==> config.mk <==
export PLATFORM = sky130hd
export DESIGN_NAME = try1_debounce
export DESIGN_NICKNAME = d
export VERILOG_FILES = /design/src/rtl/try1_pkg.sv /design/src/rtl/try1_sync.sv /design/src/rtl/try1_debounce.sv
export SDC_FILE = /design/constraint.sdc
export NUM_CORES = 1
export LEC_CHECK = 0
export ABC_AREA = 1
export CAP_MARGIN = 40
export CORE_AREA = 2 2 39 41
export DETAILED_ROUTE_END_ITERATION = 10
export DIE_AREA = 0 0 41 43
export HOLD_SLACK_MARGIN = 0.15
export PLACE_DENSITY = 0.52
export SYNTH_ARGS = -nofsm -noshare
export SYNTH_HDL_FRONTEND = slang
export SYNTH_SLANG_ARGS = --single-unit
==> constraint.sdc <==
create_clock -name clk -period 2.9 [get_ports clk]
set_input_delay 0.29 -clock clk [delete_from_list [all_inputs] [get_ports clk]]
set_output_delay 0.29 -clock clk [all_outputs]
set_load 0.01 [all_outputs]
==> src/rtl/try1_pkg.sv <==
// Purpose: shared types and default constants for the try1 debounce block.
// Latency: n/a (declarations only).
// Backpressure: n/a (declarations only).
package try1_pkg;

  // Debounce FSM states: two stable levels and two pending transitions.
  typedef enum logic [1:0] {
    LOW_STABLE  = 2'd0,
    RISE_PEND   = 2'd1,
    HIGH_STABLE = 2'd2,
    FALL_PEND   = 2'd3
  } state_t;

  localparam int DEF_SYNC_STAGES = 2;
  localparam int DEF_DEBOUNCE    = 8;

endpackage

==> src/rtl/try1_sync.sv <==
// Purpose: N-stage single-bit synchronizer, plain flop chain, resets to 0.
// Latency: STAGES rising edges from input capture to q.
// Backpressure: none; samples every cycle.
module try1_sync #(
  parameter int STAGES = 2
) (
  input  logic clk,
  input  logic rst_n,
  input  logic d,
  output logic q
);

  logic [STAGES-1:0] ff;

  // Shift the raw level through the chain; nothing sits between stages.
  always_ff @(posedge clk or negedge rst_n) begin
    if (!rst_n) begin
      ff <= '0;
    end else begin
      ff <= {ff[STAGES-2:0], d};
    end
  end

  assign q = ff[STAGES-1];

endmodule

==> src/rtl/try1_debounce.sv <==
// Purpose: synchronize and debounce a raw input level into a clean registered o.
// Latency: o follows a stable change of i after SYNC_STAGES+DEBOUNCE rising edges.
// Backpressure: none; excursions of s shorter than DEBOUNCE cycles are dropped.
module try1_debounce
  import try1_pkg::*;
#(
  parameter int SYNC_STAGES = DEF_SYNC_STAGES,
  parameter int DEBOUNCE    = DEF_DEBOUNCE
) (
  input  logic clk,
  input  logic rst_n,
  input  logic i,
  output logic o
);

  localparam int CNT_W = $clog2(DEBOUNCE + 1);
  // The counter holds how many consecutive cycles s has already shown the new
  // level; the DEBOUNCE-th such observation commits the change, so the count
  // itself never rises above DEBOUNCE-1.
  localparam logic [CNT_W-1:0] LAST = CNT_W'(DEBOUNCE - 1);
  localparam logic [CNT_W-1:0] ONE  = CNT_W'(1);

  logic   s;
  state_t state;
  logic [CNT_W-1:0] cnt;

  try1_sync #(
    .STAGES (SYNC_STAGES)
  ) u_sync (
    .clk   (clk),
    .rst_n (rst_n),
    .d     (i),
    .q     (s)
  );

  // Debounce FSM: commit a level only after it holds for DEBOUNCE cycles of s.
  always_ff @(posedge clk or negedge rst_n) begin
    if (!rst_n) begin
      state <= LOW_STABLE;
      cnt   <= '0;
      o     <= 1'b0;
    end else begin
      case (state)
        LOW_STABLE: begin
          if (s) begin
            // With a one-cycle window the first observation already commits.
            if (DEBOUNCE == 1) begin
              state <= HIGH_STABLE;
              o     <= 1'b1;
              cnt   <= '0;
            end else begin
              state <= RISE_PEND;
              cnt   <= ONE;
            end
          end else begin
            cnt <= '0;
          end
        end
        RISE_PEND: begin
          if (!s) begin
            state <= LOW_STABLE;
            cnt   <= '0;
          end else if (cnt == LAST) begin
            state <= HIGH_STABLE;
            o     <= 1'b1;
            cnt   <= '0;
          end else begin
            cnt <= cnt + ONE;
          end
        end
        HIGH_STABLE: begin
          if (!s) begin
            if (DEBOUNCE == 1) begin
              state <= LOW_STABLE;
              o     <= 1'b0;
              cnt   <= '0;
            end else begin
              state <= FALL_PEND;
              cnt   <= ONE;
            end
          end else begin
            cnt <= '0;
          end
        end
        FALL_PEND: begin
          if (s) begin
            state <= HIGH_STABLE;
            cnt   <= '0;
          end else if (cnt == LAST) begin
            state <= LOW_STABLE;
            o     <= 1'b0;
            cnt   <= '0;
          end else begin
            cnt <= cnt + ONE;
          end
        end
        default: begin
          state <= LOW_STABLE;
          cnt   <= '0;
          o     <= 1'b0;
        end
      endcase
    end
  end

endmodule

==> results by group <==
Clock network
  • Max clock buf depth: 2
  • Reg clk slew, reported paths: 0.06 ns
  • H-tree depth: 1
  • CTS tree: yes
  • Num CTS Buffers: 3
  • Clock Sinks: 9
  • Worst skew pair latency: 0.25 ns
  • Post-CTS Setup Bufs: 0
  • Root buf cell: clkbuf_4
  • CTS Hold Buffers Added: 0
  • Gates resized, CTS repair: 0

Critical path
  • Worst path bufs/invs: 1
  • Critical path capture point type: primary output
  • Max stage delay on crit path: 0.53 ns
  • CP startpoint kind: register
  • CP Class: reg -> out
  • CP arrival: 1.13 ns
  • Critical path peak fanout: 2
  • CP max stage cell: clkdlybuf4s50_1
  • Worst-path cell chain: clkdlybuf4s50_1
  • Top cell family by delay on the critical path: buffers and inverters
  • Worst reg2reg path depth: 6
  • WP depth: 1
  • Worst Path Required: 2.61 ns

Finish
  • Post-layout util: 0.347
  • Nets: 57
  • Layout area overhead: 18.9%
  • Filler cells: 145
  • Share of post-route cells with drive strength above 1: 0.154
  • Post-route cell area: 480 µm²
  • Diodes inserted: 0

STA
  • Final Hold Fails: 0
  • Clock Skew: 0.00631 ns
  • Final setup fails: 0
  • RSZ-0062 raised after global routing: no
  • Max-slew violations: 0
  • Setup Total Neg Slack: 0 ns
  • Worst-Margin Slew: 0.393 ns
  • Ratio of final minimum period to clock period: 0.488
  • Max-slew headroom: 0.737
  • Final hold slack: 0.325 ns
  • F_max: 706 MHz
  • Period minus WS final: 1.42 ns

Floorplan
  • FP Rows: 14
  • Die ar.: 1760 µm²
  • Die W: 41 µm
  • Core Box Area: 1380 µm²
  • Initial Util: 0.292
  • IO Pins: 4
  • Die height: 43 µm

Hold path
  • Hold Path Class: in -> async

Placement
  • Placed wire-length estimate: 468 µm
  • Placer congestion estimate: 0.673
  • Placed Instance Area: 454 µm²
  • Buffers on Ports: 3

Global route
  • First-pass GRT wire length: 1080 µm
  • Antenna violations before repair: 0
  • Pin count of the biggest net entering global routing: 10
  • Number of global-route vias before repair: 276
  • All-Layer GR Usage: 0.0976
  • Overflow left after global routing: 0

Detailed routing
  • DRT met1 WL: 306 µm
  • Uppermost layer routed: met3
  • First-pass DRT Iterations: 2
  • Drt drc: 0
  • DR WL met3: 23 µm
  • Vias/cell: 4.46
  • ANT nets after route: 0
  • Initial drt markers: 1
  • WL per Instance: 9.01 µm
  • DR vias: 303
  • Met2 wire len: 284 µm
  • WL final: 613 µm

Pwr
  • Peak VDD IR: 0.000253 V
  • Gate power share: 0.057
  • Design Power: 240 µW
  • Clock share of power: 0.384
  • Lkg Pwr: 0.000248 µW
  • Power Dens Cells: 499 nW/µm²
  • Net switching power: 51.4 µW
  • Sequential share of power: 0.559
  • Sw Share: 0.214
  • Pint: 188 µW

Synth
  • Synth Warn #: 0
  • Mapped Avg Cell Area: 8.98 µm²
  • Gate Count Post-Synth: 45
  • Net count after synthesis: 49
  • Seq/Total Area, Yosys: 0.557
  • Netlist cell types: 11
  • Cell area after synthesis: 404 µm²
  • Synth Register Bits: 9

Job
  • Max Cap Viol: 0

Run status
  • Status: finished clean
==> cell usage after synthesis (all sizes together) <==
cell type	number	area [µm²]
dfrtp	9	225
nor2	5	26.3
o21ai	1	8.76
ha	1	12.5
nor3	1	10.0
nand2	13	53.8
inv	8	30.0
nand4	2	12.5
nand3	5	25.0
==> kinds of logic after synthesis <==
group           share of synthesized area
compound gates                     0.0217
fa+ha+maj                          0.0310
buf+inv                            0.0743
flops                               0.557
simple gates                        0.316
==> routing by layer <==
layer / up-vias / GRT usage
met3: 0 / 0.0785
met1: 144 / 0.100
met2: 5 / 0.141
li1: 154 / -
met4: 0 / 0.0400
met5: - / 0
==> stage by stage <==
stage                     cells  setup WS [ns]
after detailed placement     64           1.75
after global routing         68           1.43
after global placement       64           1.76
after floorplan              45           1.87
after CTS                    68           1.47
final                        68           1.48
==> power by group through the flow <==
stage	sequential, µW	clock [µW]	combinational, µW
floorplan	135	0	7.51
detailed placement	136	0	14.2
global route	135	104	16.1
global placement	136	0	14.2
CTS	134	96.8	14.3
finish	134	92.0	13.7
==> cells in the final DEF (no fill, tap or decap) <==
cell	synthesis	final
clkbuf_1	0	1
o21ai_2	1	1
nor2_1	4	4
nand2_2	2	2
clkdlybuf4s50_1	0	3
nor2_4	1	1
clkbuf_4	0	3
ha_1	1	1
nand3_1	5	5
nand2_1	11	11
nand4_1	2	2
dfrtp_1	9	9
nor3_2	1	1
inv_1	8	8
==> layout make-up <==
cell class | count | area [µm²] | share of cell area
sequential | 9 | 225 | 0.469
tap | 16 | 20.0 | 0.0417
multi-input combinational | 28 | 149 | 0.310
clock buffer | 4 | 26.3 | 0.0547
timing repair buffer | 3 | 30.0 | 0.0625
inverter | 8 | 30.0 | 0.0625
==> worst register-to-register path, stage by stage (launching register included) <==
cell,delay (ns)
dfrtp_1,0.39
ha_1,0.23
nand2_2,0.09
nor2_4,0.12
nand2_2,0.08
nand2_1,0.09
nor2_1,0.04
==> path summary, 6_finish.rpt <==
path                                        start                endpoint  slack (ns)
max                                 o$_DFFE_PN0P_                       o        1.48
min                                         rst_n        cnt[3]$_DFF_PN0_        0.32
max reg2reg                      cnt[0]$_DFF_PN0_        cnt[0]$_DFF_PN0_        1.75
min reg2reg                u_sync.ff[0]$_DFF_PN0_  u_sync.ff[1]$_DFF_PN0_        0.35
max in group asynchronous                   rst_n               async pin        2.29
min in group clk           u_sync.ff[0]$_DFF_PN0_  u_sync.ff[1]$_DFF_PN0_        0.35
Power figures use the tool's default switching activity.
